## config.mk

```make
export PLATFORM = sky130hd
export DESIGN_NAME = tug_key_conditioner_flat
export DESIGN_NICKNAME = d
export VERILOG_FILES = /design/src/rtl/tug_pkg.sv /design/src/rtl/tug_key_conditioner_if.sv /design/src/rtl/tug_key_conditioner_key_debounce.sv /design/src/rtl/tug_key_conditioner.sv /design/src/flat_wrapper.sv
export SDC_FILE = /design/constraint.sdc
export NUM_CORES = 1
export LEC_CHECK = 0
export BUFFER_PORTS_ARGS = -buffer_cell sky130_fd_sc_hd__buf_2
export CORE_UTILIZATION = 40
export CTS_CLUSTER_SIZE = 28
export DETAILED_ROUTE_END_ITERATION = 16
export HOLD_SLACK_MARGIN = 0.06
export MAX_ROUTING_LAYER = met4
export PLACE_DENSITY = 0.61
export SLEW_MARGIN = 20
export SYNTH_ARGS = -nofsm -noshare
export SYNTH_HDL_FRONTEND = slang
export SYNTH_SLANG_ARGS = --single-unit
```

## constraint.sdc

```tcl
create_clock -name clk -period 1.1 [get_ports clk]
set_clock_uncertainty 0.1 [all_clocks]
set_input_delay 0 -clock clk [delete_from_list [all_inputs] [get_ports clk]]
set_output_delay 0 -clock clk [all_outputs]
set_load 0.005 [all_outputs]
```

## src/rtl/tug_pkg.sv

```systemverilog
// rtl/tug_pkg.sv - shared state encoding and default timing for the key conditioner
package tug_pkg;

    typedef enum logic [1:0] {
        IDLE,
        PRESS_WAIT,
        HELD,
        RELEASE_WAIT
    } key_state_t;

    localparam int SYNC_STAGES_DEF     = 2;
    localparam int DEBOUNCE_CYCLES_DEF = 4;

endpackage

```

## src/rtl/tug_key_conditioner_if.sv

```systemverilog
// rtl/tug_key_conditioner_if.sv - press pulse bus from the key conditioner to the light row
interface tug_key_conditioner_if;

    logic L;
    logic R;
    logic tie;
    logic l_held;
    logic r_held;

    modport master (output L, output R, output tie, output l_held, output r_held);
    modport slave  (input  L, input  R, input  tie, input  l_held, input  r_held);

endinterface

```

## src/rtl/tug_key_conditioner_key_debounce.sv

```systemverilog
// rtl/tug_key_conditioner_key_debounce.sv - synchroniser and press/release debounce FSM for one key
module key_debounce
    import tug_pkg::*;
#(
    parameter int SYNC_STAGES     = SYNC_STAGES_DEF,
    parameter int DEBOUNCE_CYCLES = DEBOUNCE_CYCLES_DEF,
    localparam int CNT_W          = $clog2(DEBOUNCE_CYCLES) + 1
) (
    input  logic clk,
    input  logic reset,
    input  logic key_n,
    output logic accept,
    output logic held
);

    localparam logic [CNT_W-1:0] CNT_LAST = CNT_W'(DEBOUNCE_CYCLES - 1);
    localparam logic [CNT_W-1:0] CNT_ONE  = CNT_W'(1);

    logic [SYNC_STAGES-1:0] sync_q;
    logic                   key_s;
    key_state_t             state;
    logic [CNT_W-1:0]       cnt;

    // Resynchronise the raw key; reset loads the released level so no phantom press appears.
    always_ff @(posedge clk or negedge reset) begin
        if (!reset) begin
            sync_q <= '1;
        end else begin
            sync_q <= {sync_q[SYNC_STAGES-2:0], key_n};
        end
    end

    assign key_s = ~sync_q[SYNC_STAGES-1];

    // Debounce FSM: a level change is accepted only after DEBOUNCE_CYCLES stable samples.
    always_ff @(posedge clk or negedge reset) begin
        if (!reset) begin
            state <= IDLE;
            cnt   <= '0;
        end else begin
            case (state)
                IDLE: begin
                    if (key_s) begin
                        state <= PRESS_WAIT;
                        cnt   <= CNT_ONE;
                    end
                end
                PRESS_WAIT: begin
                    if (!key_s) begin
                        state <= IDLE;
                        cnt   <= '0;
                    end else if (cnt == CNT_LAST) begin
                        state <= HELD;
                        cnt   <= '0;
                    end else begin
                        cnt <= cnt + CNT_ONE;
                    end
                end
                HELD: begin
                    if (!key_s) begin
                        state <= RELEASE_WAIT;
                        cnt   <= CNT_ONE;
                    end
                end
                RELEASE_WAIT: begin
                    if (key_s) begin
                        state <= HELD;
                        cnt   <= '0;
                    end else if (cnt == CNT_LAST) begin
                        state <= IDLE;
                        cnt   <= '0;
                    end else begin
                        cnt <= cnt + CNT_ONE;
                    end
                end
                default: begin
                    state <= IDLE;
                    cnt   <= '0;
                end
            endcase
        end
    end

    // Accept marks the PRESS_WAIT->HELD edge; the top registers it into the pulse outputs.
    assign accept = (state == PRESS_WAIT) && key_s && (cnt == CNT_LAST);
    assign held   = (state == HELD) || (state == RELEASE_WAIT);

endmodule

```

## src/rtl/tug_key_conditioner.sv

```systemverilog
// rtl/tug_key_conditioner.sv - turns two bouncing push keys into clean L/R/tie press pulses
module tug_key_conditioner
    import tug_pkg::*;
#(
    parameter int SYNC_STAGES     = SYNC_STAGES_DEF,
    parameter int DEBOUNCE_CYCLES = DEBOUNCE_CYCLES_DEF
) (
    input  logic                          clk,
    input  logic                          reset,
    input  logic                          key_l_n,
    input  logic                          key_r_n,
    input  logic                          en,
    tug_key_conditioner_if.master         press
);

    logic acc_l;
    logic acc_r;
    logic held_l;
    logic held_r;

    key_debounce #(
        .SYNC_STAGES     (SYNC_STAGES),
        .DEBOUNCE_CYCLES (DEBOUNCE_CYCLES)
    ) u_key_l (
        .clk    (clk),
        .reset  (reset),
        .key_n  (key_l_n),
        .accept (acc_l),
        .held   (held_l)
    );

    key_debounce #(
        .SYNC_STAGES     (SYNC_STAGES),
        .DEBOUNCE_CYCLES (DEBOUNCE_CYCLES)
    ) u_key_r (
        .clk    (clk),
        .reset  (reset),
        .key_n  (key_r_n),
        .accept (acc_r),
        .held   (held_r)
    );

    // Simultaneous accepts collapse into a single tie pulse; en gates pulses only, never tracking.
    always_ff @(posedge clk or negedge reset) begin
        if (!reset) begin
            press.L   <= 1'b0;
            press.R   <= 1'b0;
            press.tie <= 1'b0;
        end else begin
            press.L   <= acc_l & en & ~acc_r;
            press.R   <= acc_r & en & ~acc_l;
            press.tie <= acc_l & acc_r & en;
        end
    end

    assign press.l_held = held_l;
    assign press.r_held = held_r;

endmodule

```

## src/flat_wrapper.sv

```systemverilog
// flat-port wrapper written by rule: the top's interface ports become plain ports
module tug_key_conditioner_flat import tug_pkg::*;
#(
    parameter int SYNC_STAGES     = SYNC_STAGES_DEF,
    parameter int DEBOUNCE_CYCLES = DEBOUNCE_CYCLES_DEF
)
  (clk, reset, key_l_n, key_r_n, en, press_L, press_R, press_tie, press_l_held, press_r_held);
  tug_key_conditioner_if press_i ();
  input  logic clk;
  input  logic reset;
  input  logic key_l_n;
  input  logic key_r_n;
  input  logic en;
  output wire logic [$bits(press_i.L)-1:0] press_L;
  output wire logic [$bits(press_i.R)-1:0] press_R;
  output wire logic [$bits(press_i.tie)-1:0] press_tie;
  output wire logic [$bits(press_i.l_held)-1:0] press_l_held;
  output wire logic [$bits(press_i.r_held)-1:0] press_r_held;
  assign press_L = press_i.L;
  assign press_R = press_i.R;
  assign press_tie = press_i.tie;
  assign press_l_held = press_i.l_held;
  assign press_r_held = press_i.r_held;
  tug_key_conditioner #(.SYNC_STAGES(SYNC_STAGES), .DEBOUNCE_CYCLES(DEBOUNCE_CYCLES)) u_core (.clk(clk), .reset(reset), .key_l_n(key_l_n), .key_r_n(key_r_n), .en(en), .press(press_i));
endmodule
```

; ---- Word-level counts from Yosys, hierarchy flattened
; Index checks and enable logic that the tools add are counted.
[totals]
register_bits = 17
in_bits = 5
output_inout_bits = 5
word_cells = 75
[classes]
addsub = 2
eq_ne = 16
muxes = 26
n_bitwise = 10
n_reduce_logical = 12
[ops]
columns = cell, n
row1 = $mux 3, 10
row2 = $mux 2, 12
row3 = $pmux 3 s4, 2
row4 = $pmux 2 s4, 2
row5 = $ne 3x3->1 const B, 4
row6 = $eq 2x2->1 const B, 4
row7 = $ne 2x2->1 const B, 4
row8 = $reduce_and 4->1, 2
row9 = $add 3x1->3 const B, 2
row10 = $and 1x1->1, 6
row11 = $eq 3x2->1 const B, 2
row12 = $eq 2x1->1 const B, 2
row13 = $logic_and 1x1->1, 4
row14 = $logic_not 2->1, 2
row15 = $not 1->1, 4
row16 = $reduce_and 2->1, 2
row17 = $logic_or 1x1->1, 2

; ---- Depth between registers and ports, before layout
; Gate-level depths: netlist of run 1.
[depth]
word_depth = 5
mapped_depth = 4
ltp_nobuf = 4

; ---- Cells and area by module
; From an unflattened synthesis of run 1, not the netlist that was laid out.
[hier_totals]
hier_cells = 56
hier_area_um2 = 685.7
[by_module_without_submodules]
columns = mod, instances, cells_each, area_per_inst_um2, seq_area_each_um2
row1 = key_debounce, 2, 25, 292.8, 177.7
row2 = tug_key_conditioner, 1, 6, 100.1, 75.1

; ---- Worst setup path after synthesis of run 1
; Ideal clock, no wire load.
[synth_timing]
kind = register -> register
start = register u_core.u_key_l.sync_q[1]
end = register u_core.u_key_l.cnt[2]
setup_ns = 0.119
arrival_time_ns = 0.964
setup_slack_ns = -0.083
stages_incl_launch_ff = 4
period_less_slack_ns = 1.183
cell_sequence = dfstp_2 > xnor2_2 > and3b_1 > o21a_1
[synth_via]
elab_chain_len = 2
word_cells_on_any_way = 6
cone_classes = eq/ne (2) / mux (3) / reduce/logical (1)
[synth_rtl]
columns = item, line_no
row1 = from (decl), tug_key_conditioner_key_debounce.sv:19  ; logic [SYNC_STAGES-1:0] sync_q;
row2 = from (signal assigned), tug_key_conditioner_key_debounce.sv:29  ; sync_q <= {sync_q[SYNC_STAGES-2:0], key_n};
row3 = $mux 3 (tied with other cells), tug_key_conditioner_key_debounce.sv:66  ; if (key_s) begin
row4 = $pmux 3 s4 or $reduce_and 2->1 (tied branches), --
row5 = to (signal assigned), tug_key_conditioner_key_debounce.sv:56  ; cnt <= cnt + CNT_ONE;
row6 = to (signal assigned), tug_key_conditioner_key_debounce.sv:73  ; cnt <= cnt + CNT_ONE;
row7 = to (decl), tug_key_conditioner_key_debounce.sv:22  ; logic [CNT_W-1:0] cnt;
; Parallel ways exist; a longest one is shown, timed or not.
; A chain may end at the register's enable or synchronous reset.

; ---- Worst setup path in the final report of run 1
[layout_timing]
start = register u_core.u_key_l.cnt[0]
end = register u_core.press.L
[layout_via]
elab_chain_len = 4
[layout_rtl]
columns = item, line_no
row1 = $eq 3x2->1, tug_key_conditioner_key_debounce.sv:85  ; assign accept = (state == PRESS_WAIT) && key_s && (cnt == CNT_LAST);
row2 = $logic_and 1x1->1, tug_key_conditioner_key_debounce.sv:85
row3 = $and 1x1->1 (2 in a row), tug_key_conditioner.sv:50  ; press.L <= acc_l & en & ~acc_r;
row4 = to (signal assigned), tug_key_conditioner.sv:50
row5 = to (decl), tug_key_conditioner_if.sv:10  ; modport master (output L, output R, output tie, output l_held, output r_held);
; Every way passes these cells.

==> impl_metrics.py, run 1 <==
metrics = {
    "run_status": {
        "status": "finished with violations",
        "violations": "design-rule violations, negative setup slack",
    },
    "global_route": {
        "grt_pass1_wl_mm": 1.85,
        "antenna_found_initial": 0,
        "grtUsageTotal_pct": 14.5,
        "grt_max_degree": 18,
        "grt_pass1_vias": 451,
        "grt_remaining_overflow": 0,
    },
    "final_layout": {
        "fin_area_um2": 997,
        "final_cell_mix": "dfrtp_1 (12), buf_4 (10), buf_2 (8)",
        "final_core_util_pct": 63.3,
        "drive_gt1_share_pct": 47.7,
        "fin_nets": 94,
        "antenna_cells": 0,
        "final_common_cell": "dfrtp_1",
        "area_delta_synth_final_pct": 42.8,
    },
    "floorplanning": {
        "ioPinCount": 10,
        "fp.coreArea_mm2": 0.00158,
        "dieArea_mm2": 0.00192,
        "start_util_pct": 44.3,
        "die_x_um": 43.8,
        "num_rows": 14,
        "die_h_um": 43.8,
    },
    "setup_path": {
        "crit_arrival_ns": 1.38,
        "critPathSlowestCell": "dfrtp_1",
        "crit_fanout": 3,
        "critPathLaunchType": "flip-flop",
        "crit_required_ns": 1.23,
        "crit_type": "reg -> reg",
        "cp_slowest_stage_delay_ns": 0.37,
        "worstSetupStartpoint": "u_core.u_key_l.cnt[0]",
        "r2r_start": "u_core.u_key_l.cnt[0]",
        "crit_chain": "ha_2, nand3b_1, nor3_2, and3_1",
        "cp_top_family": "simple AND/OR/NAND/NOR gates",
        "worst-path-buf-inv": 0,
        "cp-end-kind": "flip-flop",
    },
    "power_and_ir_drop": {
        "intPower_mw": 1.50,
        "p_leak_nw": 0.466,
        "power_frac_comb_pct": 42.2,
        "p_per_area_mw_per_mm2": 2210,
        "fin_total_pwr_mw": 2.20,
        "ir_worst_vdd_mv": 1.37,
        "p_switching_mw": 0.696,
        "power.share.sequential_pct": 42.7,
        "p_sw_share_pct": 31.6,
        "clkPwrFrac_pct": 15.1,
    },
    "timing": {
        "slew_headroom_pct": 75.5,
        "max_freq_mhz": 802,
        "rsz0062_at_grt": "yes",
        "setup_viol": 13,
        "fin_setup_tns_ns": -0.896,
        "hold_viol_final": 0,
        "fin_crit_ns": 1.25,
        "setup_ws_ns": -0.146,
        "finalCritPeriodShare_pct": 113,
        "slew_viol_final": 0,
        "worstMarginPinSlew_ns": 0.368,
    },
    "job": {
        "drv_cap": 0,
    },
    "detailed_routing": {
        "vias": 496,
        "drt_first_iter_violations": 3,
        "drt-wirelength-per-cell_um": 11.4,
        "wl_mm": 1.16,
        "firstDrtPassIters": 10,
        "route.detailed.drc": 1,
        "vias_per_cell": 4.86,
        "ant_nets": 0,
    },
    "synth": {
        "synth_area_leader_cell": "dfrtp_1",
        "seq_area_frac_synth_pct": 61.6,
        "synth_cell_type_count": 20,
        "syn-num-nets": 65,
        "syn_avg_cell_area_um2": 12.0,
        "synthTopCellsByArea": "dfrtp_1 (47%), dfstp_2 (15%), xnor2_2 (4.7%)",
        "syn_area_um2": 698,
        "syn_inst": 58,
        "ys_warn_count": 0,
        "ys_ff_latch": 17,
        "synth_top_cell_area_share_pct": 46.6,
    },
    "placed_design": {
        "dp_slack_ns": -0.144,
        "placed_cell_area_um2": 836,
        "hpwl_um": 767,
        "gp_congestion": 0.691,
        "port-buffer-count": 9,
    },
    "cts": {
        "htreeDepth": 1,
        "cts_tree": "yes",
        "cts-root-buf": "clkbuf_4",
        "clock-sinks": 17,
        "numCtsBuffers": 3,
        "path_clk_slew_ns": 0.10,
        "cts_max_path_buffers": 2,
        "clkLatencyLatePin_ns": 0.29,
    },
    "hold_path": {
        "min-delay-path-class": "in -> async",
    },
}
## through the flow
step / instances / hold slack [ns]
after floorplan: 58 / -0.396
after global placement: 91 / -0.165
after detailed placement: 91 / -0.165
after CTS: 100 / 0.0480
after global routing: 102 / 0.0745
final: 102 / 0.0391
## metal layers
metal	GRT usage [%]	wire, um	vias to the layer above
li1	-	-	254
met1	18.7	584	227
met2	19.7	494	10
met3	2.92	42	5
met4	11.3	38	0
met5	-	0	-
## power groups by stage
| stage | sequential (mW) | combinational [mW] | clock, mW |
|---|---|---|---|
| after floorplan | 0.903 | 0.387 | 0 |
| final | 0.941 | 0.929 | 0.332 |
| after detailed placement | 0.908 | 0.675 | 0 |
| after CTS | 0.924 | 0.752 | 0.343 |
| after global placement | 0.903 | 0.661 | 0 |
| after global routing | 0.964 | 1.03 | 0.366 |
## timing repair
action                                  in CTS  in global routing
gates resized for setup                      7                 11
buffers inserted                             1                  2
pin swaps                                    8                  2
hold buffers                                 4                  0
cloned                                       0                  0
endpoints found under the setup margin      11                 14
hold endpoints to repair                    22                  0
## synth_stat cells
cell type and instances:
nand2b_1 4, o21a_1 3, clkbuf_1 2, and2_1 1, nor3_1 1, and2_2 1
nor2b_1 2, nand2_1 3, and3b_1 3, o21ai_0 5, a21oi_1 1, xnor2_2 2
dfrtp_1 13, ha_1 2, and3_1 1, nor2_1 5, nand4_1 1, dfstp_2 4
nand3b_1 2, nand3_1 2
## cell type report
class	instances	area, um^2
Clock buffer	3	22.5
Clock inverter	1	5.00
Fill cell	126	579
Multi-Input combinational cell	39	318
Sequential cell	17	432
Tap cell	16	20.0
Timing Repair Buffer	26	200
## worst paths after layout
check / end / slack [ns] / cells after the start
max: u_core.press.L / -0.15 / 4
min: u_core.u_key_r.cnt[2] / 0.04 / 2
max reg2reg: u_core.press.L / -0.15 / 4
min reg2reg: u_core.u_key_l.sync_q[1] / 0.26 / 0
max in group asynchronous: u_core.u_key_l.sync_q[0] / 0.56 / 2
min in group clk: u_core.u_key_l.sync_q[0] / 0.24 / 2
## logic make-up after synthesis
kind of cell    Yosys count  synth area share [%]
buf+inv                   2                  1.08
simple gates             26                  21.5
fa+ha+maj                 2                  3.58
flops                    17                  61.6
xor+xnor                  2                  4.66
compound gates            9                  7.53
Note: power is estimated with default switching activity, not from simulation.
==> run 2: changes to the inputs <==
Settings changed: SKIP_CTS_REPAIR_TIMING set to 1.
==> run 2 against run 1 <==
Compared with the run above:
- the run still ends with design-rule violations, negative setup slack left
- via count down 2.6%
- first-iteration DRC count up 33%
- clock-buffer cell count unchanged
- setup slack better by 0.034 ns
- cell count down 0.98%
- sequential power down 2%
- critical path depth down 1
- largest cell class unchanged
==> impl_metrics.py, run 2 (synthesized netlist as in run 1, its figures left out) <==
metrics = {
    "global_route": {
        "grt-busiest-layer": "met2",
        "grt_util_met1_pct": 17.6,
        "grt_pass1_vias": 417,
        "grt_pass1_wl_mm": 1.73,
        "grt_remaining_overflow": 0,
        "grt_max_degree": 18,
        "grtUsageTotal_pct": 13.6,
        "use_met2_pct": 17.9,
        "antenna_found_initial": 0,
        "grtUsageMet3_pct": 2.92,
    },
    "placed_design": {
        "gp_congestion": 0.691,
        "placed_cell_area_um2": 836,
        "port-buffer-count": 9,
        "placed_cells": 91,
        "hpwl_um": 767,
    },
    "cts": {
        "path_clk_slew_ns": 0.10,
        "cts-root-buf": "clkbuf_4",
        "numCtsBuffers": 3,
        "cts_tree": "yes",
        "clock-sinks": 17,
        "htreeDepth": 1,
        "cts_max_path_buffers": 2,
        "clkLatencyLatePin_ns": 0.29,
    },
    "detailed_routing": {
        "vias_per_cell": 4.78,
        "firstDrtPassIters": 10,
        "route.detailed.drc": 1,
        "vias": 483,
        "ant_nets": 0,
        "drt-wirelength-per-cell_um": 11.3,
        "drt_first_iter_violations": 4,
        "wl_mm": 1.14,
    },
    "setup_path": {
        "rr_endpoint": "u_core.u_key_l.cnt[2]",
        "crit_required_ns": 1.19,
        "cp_slowest_stage_delay_ns": 0.56,
        "r2r_start": "u_core.u_key_l.sync_q[1]",
        "critPathLaunchType": "flip-flop",
        "crit_chain": "xnor2_2, and3b_1, o21a_1",
        "worst_r2r_path_depth": 3,
        "crit_type": "reg -> reg",
        "worstSetupStartpoint": "u_core.u_key_l.sync_q[1]",
        "r2r_slack_ns": -0.11,
        "critPathSlowestCell": "dfstp_2",
        "crit_end": "u_core.u_key_l.cnt[2]",
        "crit_arrival_ns": 1.30,
        "crit_fanout": 6,
        "cp-end-kind": "flip-flop",
    },
    "final_layout": {
        "drive_gt1_share_pct": 47.1,
        "area_delta_synth_final_pct": 38.7,
        "final_cell_mix": "dfrtp_1 (12), buf_4 (10), buf_2 (7)",
        "fin_nets": 93,
        "final_common_cell": "dfrtp_1",
        "antenna_cells": 0,
        "fin_cells": 101,
        "fin_area_um2": 968,
    },
    "power_and_ir_drop": {
        "p_leak_nw": 0.456,
        "ir_worst_vdd_mv": 1.31,
        "p_per_area_mw_per_mm2": 2160,
    },
    "timing": {
        "setup_viol": 10,
        "setup_ws_ns": -0.112,
        "fin_crit_ns": 1.21,
        "worstMarginPinSlew_ns": 0.367,
        "hold_viol_final": 0,
        "rsz0062_at_grt": "yes",
        "max_freq_mhz": 825,
        "slew_viol_final": 0,
        "finalCritPeriodShare_pct": 110,
        "slew_headroom_pct": 75.5,
    },
    "floorplanning": {
        "ioPinCount": 10,
        "num_rows": 14,
        "die_x_um": 43.8,
        "start_util_pct": 44.3,
        "dieArea_mm2": 0.00192,
        "fp.coreArea_mm2": 0.00158,
        "die_h_um": 43.8,
    },
    "run_status": {
        "violations": "design-rule violations, negative setup slack",
        "status": "finished with violations",
    },
    "hold_path": {
        "min-delay-path-class": "in -> async",
    },
    "job": {
        "drv_cap": 0,
    },
}
-- run 2: cell count changes in the layout (fill, tap and decap cells not counted) --
cell and change:
and2_2 +1, and2_4 -1, buf_2 -1, o21ai_0 +1
xnor2_2 +2, o21ai_1 -1, xnor2_4 -2
-- run 2: report_power, final --
group          switching (mW)  internal (mW)
Combinational           0.323          0.525
Sequential              0.146          0.777
Clock                   0.189          0.135
Total                   0.659           1.44
-- run 2: routing by layer --
layer | share of wire, % | vias up
met2 | 41 | 7
li1 | - | 252
met1 | 54 | 222
met3 | 3.2 | 2
met4 | 1.3 | 0
met5 | 0 | -
-- run 2: cell type report --
class	count	area [um^2]
clock buffers	3	22.5
multi-input cells	39	294
flip-flops and latches	17	432
fillers	122	608
well taps	16	20.0
clock inverters	1	5.00
repair buffers	25	195
-- run 2: stage by stage --
step | utilization (%) | TNS (ns) | power [mW] | worst slack (ns) | hold slack (ns)
floorplan | - | -0.239 | 1.29 | -0.0722 | -0.396
global placement | 53.0 | -0.621 | 1.56 | -0.126 | -0.165
detailed placement | 53.0 | -0.669 | 1.58 | -0.144 | -0.165
CTS | 54.8 | -0.944 | 1.92 | -0.184 | -0.489
global route | 61.4 | -1.18 | 2.26 | -0.156 | 0.0745
finish | 61.4 | -0.651 | 2.10 | -0.112 | 0.0462
-- run 2: worst min path at each step --
stage | endpoint | startpoint | slack [ns] | depth (start not counted)
after floorplan | async pin | reset | -0.40 | 0
after global placement | u_core.u_key_r.state[0] | reset | -0.16 | 1
after detailed placement | u_core.u_key_r.state[0] | reset | -0.16 | 1
after CTS | async pin | reset | -0.49 | 1
after global routing | u_core.u_key_l.cnt[2] | reset | 0.07 | 2
final | u_core.u_key_r.cnt[2] | reset | 0.05 | 2
-- run 2: worst max-delay path, delay by kind of cell (launching register included) --
kind	cells	cell delay, ns
flip-flops	1	0.56
AND/OR/NAND/NOR	1	0.19
AO/OA/AOI/OAI	1	0.16
XOR/XNOR	1	0.10
